===== src/rtl/dcache_ctrl.sv =====
// Data-cache side memory-stage controller: checks alignment, issues one bus
// transaction per legal load/store and formats store lanes and load results.
module dcache_ctrl (
   input  logic        clk,
   input  logic        rst,
   input  logic        ren,
   input  logic [2:0]  rwidth,
   input  logic        rsign,
   input  logic        wen,
   input  logic [2:0]  wwidth,
   input  logic [31:0] addr,
   input  logic [31:0] wdata,
   output logic [31:0] rdata,
   output logic        stall,
   output logic        misalign,
   output logic        bus_req,
   output logic        bus_we,
   output logic [31:0] bus_addr,
   output logic [31:0] bus_wdata,
   output logic [3:0]  bus_wstrb,
   input  logic        bus_ack,
   input  logic [31:0] bus_rdata
);

   typedef enum logic [1:0] {
      IDLE = 2'd0,
      BUSY = 2'd1,
      DONE = 2'd2
   } state_t;

   state_t      state_r;
   state_t      state_s;
   logic [2:0]  width_r;
   logic        sign_r;
   logic [1:0]  off_r;
   logic        req_s;
   logic [2:0]  width_s;
   logic        illegal_s;
   logic        accept_s;

   // Returns {wstrb, lane-replicated data} for a store of the given width.
   function automatic logic [35:0] fmt_store(input logic [2:0]  width,
                                             input logic [1:0]  off,
                                             input logic [31:0] data);
      logic [35:0] res;
      case (width)
         3'd1:    res = {4'b0001 << off, {4{data[7:0]}}};
         3'd2:    res = {(off[1] ? 4'b1100 : 4'b0011), {2{data[15:0]}}};
         3'd4:    res = {4'b1111, data};
         default: res = 36'd0;
      endcase
      return res;
   endfunction

   // Selects the addressed byte/halfword of a bus word and extends it.
   function automatic logic [31:0] fmt_load(input logic [31:0] word,
                                            input logic [2:0]  width,
                                            input logic        sign,
                                            input logic [1:0]  off);
      logic [7:0]  b;
      logic [15:0] h;
      logic [31:0] res;
      case (off)
         2'd0:    b = word[7:0];
         2'd1:    b = word[15:8];
         2'd2:    b = word[23:16];
         2'd3:    b = word[31:24];
         default: b = 8'd0;
      endcase
      h = off[1] ? word[31:16] : word[15:0];
      case (width)
         3'd1:    res = {{24{sign & b[7]}}, b};
         3'd2:    res = {{16{sign & h[15]}}, h};
         3'd4:    res = word;
         default: res = word;
      endcase
      return res;
   endfunction

   // Request legality; the width of whichever port is active is checked.
   always_comb begin
      req_s     = ren | wen;
      width_s   = wen ? wwidth : rwidth;
      illegal_s = 1'b0;
      if (ren & wen) begin
         illegal_s = 1'b1;
      end else begin
         case (width_s)
            3'd1:    illegal_s = 1'b0;
            3'd2:    illegal_s = addr[0];
            3'd4:    illegal_s = (addr[1:0] != 2'b00);
            default: illegal_s = 1'b1;
         endcase
      end
      accept_s = (state_r == IDLE) & req_s & ~illegal_s;
   end

   // Next-state logic and the combinational pipeline hold.
   always_comb begin
      state_s = state_r;
      stall   = 1'b0;
      case (state_r)
         IDLE: begin
            if (accept_s) begin
               state_s = BUSY;
            end else begin
               state_s = IDLE;
            end
            stall = accept_s & ~rst;
         end
         BUSY: begin
            if (bus_ack) begin
               state_s = DONE;
            end else begin
               state_s = BUSY;
            end
            stall = ~rst;
         end
         DONE:    state_s = IDLE;
         default: state_s = IDLE;
      endcase
   end

   // State register, bus transaction latches, load result and misalign pulse.
   always_ff @(posedge clk) begin
      if (rst) begin
         state_r   <= IDLE;
         bus_req   <= 1'b0;
         bus_we    <= 1'b0;
         bus_addr  <= 32'd0;
         bus_wdata <= 32'd0;
         bus_wstrb <= 4'd0;
         rdata     <= 32'd0;
         misalign  <= 1'b0;
         width_r   <= 3'd0;
         sign_r    <= 1'b0;
         off_r     <= 2'd0;
      end else begin
         state_r  <= state_s;
         misalign <= (state_r == IDLE) & req_s & illegal_s;
         if (accept_s) begin
            bus_req  <= 1'b1;
            bus_we   <= wen;
            bus_addr <= {addr[31:2], 2'b00};
            width_r  <= width_s;
            sign_r   <= rsign;
            off_r    <= addr[1:0];
            if (wen) begin
               {bus_wstrb, bus_wdata} <= fmt_store(wwidth, addr[1:0], wdata);
            end else begin
               bus_wstrb <= 4'd0;
               bus_wdata <= 32'd0;
            end
         end else if ((state_r == BUSY) && bus_ack) begin
            bus_req <= 1'b0;
            if (!bus_we) begin
               rdata <= fmt_load(bus_rdata, width_r, sign_r, off_r);
            end
         end
      end
   end

endmodule

===== config.mk =====
export PLATFORM = sky130hd
export DESIGN_NAME = dcache_ctrl
export DESIGN_NICKNAME = d
export VERILOG_FILES = /design/src/rtl/dcache_ctrl.sv
export SDC_FILE = /design/constraint.sdc
export NUM_CORES = 1
export LEC_CHECK = 0
export CAP_MARGIN = 0
export CORE_MARGIN = 4
export CORE_UTILIZATION = 40
export CTS_CLUSTER_SIZE = 25
export DETAILED_ROUTE_END_ITERATION = 10
export GPL_TIMING_DRIVEN = 0
export MAX_ROUTING_LAYER = met4
export PLACE_DENSITY = 0.76
export SETUP_SLACK_MARGIN = 0.02
export SLEW_MARGIN = 20
export SYNTH_ARGS = -nofsm -noshare
export SYNTH_HDL_FRONTEND = slang
export SYNTH_SLANG_ARGS = --single-unit

===== constraint.sdc =====
create_clock -name clk -period 2.3 [get_ports clk]
set_input_delay 0.23 -clock clk [delete_from_list [all_inputs] [get_ports clk]]
set_output_delay 0.23 -clock clk [all_outputs]
set_load 0.01 [all_outputs]

Yosys cells after proc, flatten, opt, wreduce, memory -nomap -nowiden
Cells that the tools add are included.
{"block": "op_classes", "add_sub_neg": 0, "magnitude_cmp": 0, "div": 0, "mul": 0, "reduce_logical": 6, "n_bitwise": 12, "muxes": 20, "eq_ne": 12, "shifts": 1}
{"operator": "$pmux W36 S3", "n": 1}
{"operator": "$pmux W32 S2", "n": 1}
{"operator": "$mux W32", "n": 1}
{"operator": "$mux W8", "n": 4}
{"operator": "$pmux W8 S4", "n": 1}
{"operator": "$mux W16", "n": 1}
{"operator": "$eq A3 B1 Y1 const B", "n": 3}
{"operator": "$eq A3 B2 Y1 const B", "n": 3}
{"operator": "$mux W4", "n": 2}
{"operator": "$and A1 B1 Y1", "n": 7}
{"operator": "$eq A3 B3 Y1 const B", "n": 2}
{"operator": "$eq A2 B1 Y1 const B", "n": 2}
{"operator": "$eq A2 B2 Y1 const B", "n": 2}
{"operator": "$logic_not A2 Y1", "n": 2}
{"operator": "$mux W1", "n": 4}
{"operator": "$not A1 Y1", "n": 4}
{"operator": "$pmux W2 S2", "n": 1}
{"operator": "$reduce_bool A2 Y1", "n": 2}
{"operator": "$shl A1 B2 Y4 const A", "n": 1}
{"operator": "$mux W3", "n": 1}
{"operator": "$pmux W1 S3", "n": 1}
{"operator": "$reduce_and A3 Y1", "n": 1}
{"operator": "$mux W2", "n": 1}
{"operator": "$pmux W1 S2", "n": 1}
{"operator": "2 further kinds", "n": 2}
{"block": "totals", "mem_bits_ro": 0, "wordCells": 62, "input_bits": 108, "register_bits": 109, "n_memories": 0, "latchBits": 0, "mem_bits_rw": 0}

Longest topological paths before layout
Gate-level depths: netlist of run 1.
{"block": "logic_depth", "word_depth": 10, "depth_mapped": 7, "mapped_depth_nobuf": 4}

Worst setup path before layout of run 1
OpenSTA, ideal clock, no wires.
{"block": "synth_path", "kind": "in2out", "from": "input wen", "to": "output stall", "t_arrival_ns": 1.555, "required_time_ns": 2.070, "path_slack_ns": 0.515, "stages": 7, "n_path_buf": 3, "cell_sequence": "buf_6 > mux2_4 > o2111a_4 > o211a_1 > buf_6 > buf_6 > o21a_1"}
{"block": "synth_via", "elab_chain_len": 8}
{"item": "start: declaration", "line": "9", "text": "input logic wen,"}
{"item": "$mux W3", "line": "83", "text": "width_s = wen ? wwidth : rwidth;"}
{"item": "$eq A3 B3 Y1, or another cell as far along", "line": "88", "text": "case (width_s)"}
{"item": "$pmux W1 S3", "line": "88"}
{"item": "$mux W1", "line": "85", "text": "if (ren & wen) begin"}
{"item": "$not A1 Y1", "line": "95", "text": "accept_s = (state_r == IDLE) & req_s & ~illegal_s;"}
{"item": "$and A1 B1 Y1 (*)", "line": "95"}
{"item": "$and A1 B1 Y1 (*)", "line": "109", "text": "stall = accept_s & ~rst;"}
{"item": "$pmux W1 S2 (*)", "line": "102", "text": "case (state_r)"}
{"item": "end: declaration", "line": "14", "text": "output logic stall,"}
Mark *: on every way between the ends. The rest lies on a longest branch, timed or not.

Worst setup path after layout of run 1
{"block": "layout_path", "from": "input rwidth[2]", "to": "output stall"}
{"block": "layout_via", "elab_chain_len": 8}
{"item": "start: declaration", "line": "7", "text": "input logic [2:0] rwidth,"}
{"item": "$mux W3 (*)", "line": "83"}
{"item": "$eq A3 B3 Y1, or another cell as far along", "line": "88"}
{"item": "$pmux W1 S3 (*)", "line": "88"}
{"item": "$mux W1 (*)", "line": "85"}
{"item": "$not A1 Y1 (*)", "line": "95"}
{"item": "$and A1 B1 Y1 (*)", "line": "95"}
{"item": "$and A1 B1 Y1 (*)", "line": "109"}
{"item": "$pmux W1 S2 (*)", "line": "102"}
Marks and branches as above.

==> results of run 1 <==
## worst register-to-register path, cell delays in order (launching register included)
cell     delay [ns]
dfxtp_1        0.31
buf_2          0.25
mux4_2         0.58
nor2b_1        0.16
o22ai_2        0.39
buf_6          0.22
a21oi_1        0.08
## registers in the layout (all words and copies together) (netlist names)
signal	flops
bus_wdata	32
bus_req	1
width_r	3
bus_addr	30
bus_we	1
state_r	2
off_r	2
sign_r	1
misalign	1
bus_wstrb	4
rdata	32
## worst max-delay path by stage
| stage | from | to | cells after the start |
|---|---|---|---|
| after detailed placement | wwidth[1] | stall | 8 |
| after CTS | rwidth[2] | stall | 7 |
| final | rwidth[2] | stall | 7 |
| after floorplan | wen | stall | 7 |
| after global placement | wwidth[1] | stall | 8 |
| after global routing | rwidth[0] | stall | 7 |
## cells by family after synthesis
group / count (synthesis) / share of synthesized area, %
other cells: 1 / 0.0689
buf+inv: 58 / 5.48
compound gates: 153 / 17.2
xor+xnor: 1 / 0.161
mux: 88 / 16.8
flops: 109 / 40.1
simple gates: 215 / 20.2
## layer usage
layer	routed length (microns)	track usage, %
met2	9200	41.6
met1	7700	28.9
met5	0	-
met3	1400	5.15
met4	524	9.03
## final cells by class
class | instances | share of cell area (%)
multi-input combinational | 459 | 36.9
buffer | 51 | 3.39
timing repair buffer | 211 | 26.0
clock buffer | 12 | 3.06
sequential | 109 | 27.1
tap | 176 | 2.73
inverter | 6 | 0.280
clock inverter | 4 | 0.590
## Yosys cell counts, types with 4 or more instances
cell type	instances	share of area [%]
nor3_1	5	0.46
buf_2	4	0.37
nor2_1	13	0.90
nand3_1	9	0.83
a222oi_1	6	1.1
nand2_1	118	8.1
a22oi_1	8	1.1
a21oi_1	54	5.0
and2_1	9	1.0
mux2_2	13	2.7
nand2b_1	5	0.58
buf_6	8	1.7
clkbuf_1	33	2.3
nand3b_1	32	4.4
dfxtp_1	109	40
mux2i_1	72	13
inv_1	5	0.35
o21ai_0	57	5.2
nor3b_1	9	1.2
nor2b_1	6	0.69
buf_4	4	0.55
a211oi_1	7	0.97
## repair_timing
action                                  in CTS  in global routing
resized for setup                            9                  0
hold endpoints to repair                     0                  0
endpoints found under the setup margin       1                  0
hold buffers                                 0                  0
setup buffers                                4                  0
## power by group
group	switching [mW]	leakage (nW)	internal (mW)
sequential	0.0348	0.882	1.95
clock	0.691	0.143	0.873
combinational	0.427	2.04	0.454
total	1.15	3.07	3.27
==> run_results.csv, run 1 <==
group,metric,value,unit
status,status,"complete, no violations",
synthesis,ys_seq_area_share,40.1,%
finish,fin_nets,955,
grt,grt_first_pass_wirelength,30300,microns
power_and_ir_drop,powerDensity,550,nW/um^2
floorplan,core,13300,sq um
placement,gp_congestion,0.948,
flow_run,max_cap_violations,0,
placement,port_buffers,207,
grt,grtUsageTotal,24.6,%
hold_path,min_from,"wen",
synthesis,syn_area,5440,sq um
synthesis,syn-instance-count,625,
worst_setup_path,max_stage_delay,0.41,ns
worst_setup_path,critPathMaxFanout,5,
timing,setup_ws,0.104,ns
timing,slew-limit-headroom,34.2,%
worst_setup_path,reg2reg_to,"rdata[22]$_SDFFE_PP0P_",
clocking,cts-htree-levels,3,
clocking,clk-insertion-delay-late,0.35,ns
worst_setup_path,crit_slowest_cell,"clkdlybuf4s50_1",
floorplan,rows,42,
placement,dp_cells,1009,
finish,mostFrequentLayoutCells,"clkdlybuf4s50_1 (202), nand2_1 (118), dfxtp_1 (109)",
floorplan,die_x,125,microns
worst_setup_path,required,2.07,ns
finish,layout.cells.non_filler,1028,
placement,dp_slack,-0.527,ns
clocking,path_clk_slew,0.07,ns
power_and_ir_drop,p_leak,3.07,nW
timing,timing.hold.ws,0.224,ns
synthesis,async_flop_share,0,%
finish,antenna_cells,0,
worst_setup_path,cp-start-kind,"primary input",
timing,slew_violations,0,
worst_setup_path,arrival,1.97,ns
route,drc_errors,0,
synthesis,synth_edf_count,0,
finish,multi_input_area,2970,sq um
worst_setup_path,critPathTopFamily,"buffers and inverters",
worst_setup_path,crit_type,"primary input to output pin",
worst_setup_path,cp-end-kind,"output pin",
clocking,cts_buffer_depth,2,
timing,rsz0062_at_grt,"no",
finish,fillers,1216,
route,wl_per_cell,18.3,microns
synthesis,syn_avg_cell_area,8.70,sq um
route,detail_route.first_pass.iterations,5,
hold_path,min_to,"misalign$_SDFF_PP0_",
timing,finalHoldViolCount,0,
clocking,cts_tree,"done",
hold_path,holdPathStages,2,
route,drt_iter0_drc,410,
finish,finalInstanceArea,8060,sq um
route,ant_nets,0,
route,wl,18800,microns
grt,first_global_vias,5744,
finish,seq_area,2180,sq um
floorplan,initial_core_util,40.9,%
synthesis,synth.distinct_cells,52,
finish,syn2layout_area_growth,48.1,%
worst_setup_path,cp.buffers_inverters,3,
route,num_vias,5540,
placement,postPlaceCellArea,7730,sq um
timing,clock_skew,0.0130,ns
worst_setup_path,r2r_setup_slack,0.19,ns
clocking,numCtsBuffers,9,
worst_setup_path,reg2reg_depth,6,
placement,dp_hpwl,14500,microns
clocking,clock_sinks,109,
timing,setup_viol,0,
hold_path,hold_class,"primary input to flip-flop",
worst_setup_path,r2r_start,"off_r[1]$_SDFFE_PP0P_",
clocking,cts-root-buf,"clkbuf_16",
timing,fin_setup_tns,0,ns
floorplan,dieArea,15500,sq um
timing,period_minus_slack,2.20,ns
power_and_ir_drop,power,4.43,mW
finish,drive_gt1_share,7.28,%
route,drt-vias-per-instance,5.39,
floorplan,dieHeight,125,microns
worst_setup_path,path_cells,"clkdlybuf4s50_1 > mux2_4 > o2111a_4 > o211a_1 > buf_12 > o21a_1 > dlygate4sd2_1",
finish,final_core_util,60.6,%
synthesis,synth_seq_cells,109,
grt,grt-ovfl-total,0,
synthesis,yosys_warnings,0,
synthesis,synth_flop_cell,"dfxtp_1",
timing,final.period_utilization,95.5,%
grt,antenna_found_initial,0,
floorplan,num_io_pins,212,
power_and_ir_drop,vdd_drop_max,0.000372,V
timing,worstMarginPinSlew,0.985,ns
grt,grt_max_degree,19,
timing,fmax,455,MHz
finish,final_common_cell,"clkdlybuf4s50_1",
Power figures use the tool's default switching activity.
==> run 2, diff against run 1 <==
--- a/config.mk
+++ b/config.mk
@@ -7,14 +7,14 @@
 export LEC_CHECK = 0
 export CAP_MARGIN = 0
 export CORE_MARGIN = 4
-export CORE_UTILIZATION = 40
+export CORE_UTILIZATION = 44
 export CTS_CLUSTER_SIZE = 25
 export DETAILED_ROUTE_END_ITERATION = 10
 export GPL_TIMING_DRIVEN = 0
 export MAX_ROUTING_LAYER = met4
-export PLACE_DENSITY = 0.76
+export PLACE_DENSITY = 0.83
 export SETUP_SLACK_MARGIN = 0.02
-export SLEW_MARGIN = 20
+export SLEW_MARGIN = 10
 export SYNTH_ARGS = -nofsm -noshare
 export SYNTH_HDL_FRONTEND = slang
 export SYNTH_SLANG_ARGS = --single-unit
==> run 2 against run 1 <==
Fmax decreased by 0.97%. Count of clock-buffer cells in the layout decreased by 1. Via count increased by 0.38%. Critical endpoint unchanged. Cell count decreased by 0.78%. First-iteration DRC count increased by 5.9%. Die area decreased by 8.5%. Non-clock buffer count unchanged. Utilization increased by 6.5 points. Largest cell class unchanged. Flip-flop and latch count unchanged.
==> run_results.csv, run 2 (synthesis results as in run 1) <==
group,metric,value,unit
timing,slew-limit-headroom,30.7,%
power_and_ir_drop,powerDensity,567,nW/um^2
placement,dp_hpwl,14400,microns
power_and_ir_drop,vdd_drop_max,0.000357,V
worst_setup_path,critPathMaxFanout,5,
grt,grt-ovfl-total,0,
worst_setup_path,cp-start-kind,"primary input",
grt,grt_max_degree,19,
grt,antenna_found_initial,0,
placement,dp_slack,-0.564,ns
timing,rsz0062_at_grt,"no",
clocking,cts-htree-levels,3,
hold_path,hold_class,"primary input to flip-flop",
grt,grtUsageTotal,25.5,%
floorplan,core,12100,sq um
worst_setup_path,r2r_setup_slack,0.23,ns
power_and_ir_drop,combPwrFrac,19.2,%
timing,clock_skew,0.00741,ns
power_and_ir_drop,clkPwrFrac,37.5,%
worst_setup_path,r2r_start,"off_r[1]$_SDFFE_PP0P_",
finish,final_core_util,67.1,%
finish,syn2layout_area_growth,48.7,%
floorplan,rows,40,
timing,finalHoldViolCount,0,
timing,timing.hold.ws,0.226,ns
route,drt_iter0_drc,434,
route,detail_route.first_pass.iterations,6,
clocking,numCtsBuffers,9,
worst_setup_path,path_cells,"clkdlybuf4s50_1 > mux2_4 > o2111a_4 > o211a_1 > buf_12 > o21a_1 > dlygate4sd2_1",
timing,final.period_utilization,96.4,%
finish,drive_gt1_share,7.51,%
timing,fin_setup_tns,0,ns
timing,slew_violations,0,
finish,layout.cells.non_filler,1020,
clocking,cts_buffer_depth,2,
clocking,clock_sinks,109,
worst_setup_path,cp-end-kind,"output pin",
timing,setup_viol,0,
power_and_ir_drop,p_int,3.42,mW
placement,port_buffers,207,
route,drt-vias-per-instance,5.45,
timing,period_minus_slack,2.22,ns
grt,grt_first_pass_wirelength,28500,microns
route,num_vias,5561,
placement,gp_congestion,0.871,
route,ant_nets,0,
worst_setup_path,reg2reg_to,"rdata[28]$_SDFFE_PP0P_",
route,wl,18500,microns
placement,dp_cells,1001,
worst_setup_path,crit_slowest_cell,"clkdlybuf4s50_1",
floorplan,initial_core_util,45.1,%
power_and_ir_drop,switchingPower,1.16,mW
floorplan,num_io_pins,212,
worst_setup_path,required,2.07,ns
worst_setup_path,arrival,1.99,ns
finish,final_common_cell,"clkdlybuf4s50_1",
finish,fillers,976,
clocking,path_clk_slew,0.07,ns
power_and_ir_drop,p_seq_share,43.2,%
flow_run,max_cap_violations,0,
finish,mostFrequentLayoutCells,"clkdlybuf4s50_1 (202), nand2_1 (118), dfxtp_1 (109)",
power_and_ir_drop,switching_share,25.4,%
route,drc_errors,0,
worst_setup_path,crit_type,"primary input to output pin",
clocking,clk-insertion-delay-late,0.35,ns
clocking,cts_tree,"done",
finish,reg_top3,"bus_wdata: 32 flops, rdata: 32 flops, bus_addr: 30 flops",
floorplan,die_x,119,microns
grt,first_global_vias,5530,
timing,setup_ws,0.0822,ns
worst_setup_path,crit_end,"stall",
finish,antenna_cells,0,
worst_setup_path,max_stage_delay,0.43,ns
route,wl_per_cell,18.1,microns
floorplan,dieArea,14200,sq um
worst_setup_path,reg2reg_depth,6,
finish,fin_nets,955,
timing,fmax,451,MHz
power_and_ir_drop,p_leak,3.09,nW
floorplan,dieHeight,119,microns
status,status,"complete, no violations",
worst_setup_path,cp-startpoint,"rwidth[2]",
clocking,cts-root-buf,"clkbuf_16",
timing,worstMarginPinSlew,1.04,ns
[run 2: metrics by stage]
| stage | instance area (sq um) | power (mW) |
|---|---|---|
| 2_1_floorplan | 5440 | 2.45 |
| 3_3_place_gp | 7720 | 2.88 |
| 3_5_place_dp | 7720 | 2.89 |
| 4_1_cts | 8080 | 4.60 |
| 5_1_grt | 8090 | 4.75 |
| 6_report | 8090 | 4.58 |
[run 2: per-layer routing]
layer	vias to the layer above	wire length [microns]	track usage, %
met5	-	0	-
met4	0	444	8.33
met3	30	1430	5.22
met2	264	8980	42.6
met1	2611	7640	31.0
li1	2656	-	-
[run 2: power by group through the flow]
stage / Sequential [mW] / Combinational, mW / Clock, mW
after floorplan: 2.05 / 0.408 / 0
after global placement: 2.02 / 0.854 / 0
after detailed placement: 2.02 / 0.866 / 0
after CTS: 1.98 / 0.875 / 1.75
after global routing: 1.99 / 0.943 / 1.82
final: 1.98 / 0.882 / 1.72
[run 2: timing repair]
action / 4_1_cts / 5_1_grt
hold endpoints to repair: 0 / 0
hold buffers: 0 / 0
resized for setup: 9 / 0
pin swaps: 4 / 0
setup endpoints to repair: 1 / 1
buffers inserted: 3 / 1
[run 2: area by class of cell]
| type | count | area [sq um] | area share [%] |
|---|---|---|---|
| Buffer | 51 | 273 | 3.37 |
| Clock buffer | 11 | 253 | 3.12 |
| Clock inverter | 5 | 82.6 | 1.02 |
| Inverter | 6 | 22.5 | 0.278 |
| Multi-Input combinational cell | 459 | 2970 | 36.7 |
| Sequential cell | 109 | 2180 | 27.0 |
| Tap cell | 168 | 210 | 2.60 |
| Timing Repair Buffer | 211 | 2100 | 25.9 |
[run 2: worst min path at each step]
stage / from / end / cells after the start / slack (ns)
6_report: wen / misalign$_SDFF_PP0_ / 2 / 0.23
5_1_grt: wen / misalign$_SDFF_PP0_ / 2 / 0.23
4_1_cts: wen / misalign$_SDFF_PP0_ / 2 / 0.22
3_5_place_dp: bus_addr[28]$_SDFFE_PP0P_ / bus_addr[28]$_SDFFE_PP0P_ / 2 / 0.45
3_3_place_gp: bus_addr[31]$_SDFFE_PP0P_ / bus_addr[31]$_SDFFE_PP0P_ / 2 / 0.44
2_1_floorplan: bus_rdata[29] / rdata[29]$_SDFFE_PP0P_ / 2 / 0.36
[run 2: worst max-delay path: cells and delay by family]
family,cells,cell delay [ns]
AOI/OAI and AO/OA,3,0.61
muxes,1,0.31
buffers and inverters,3,0.84
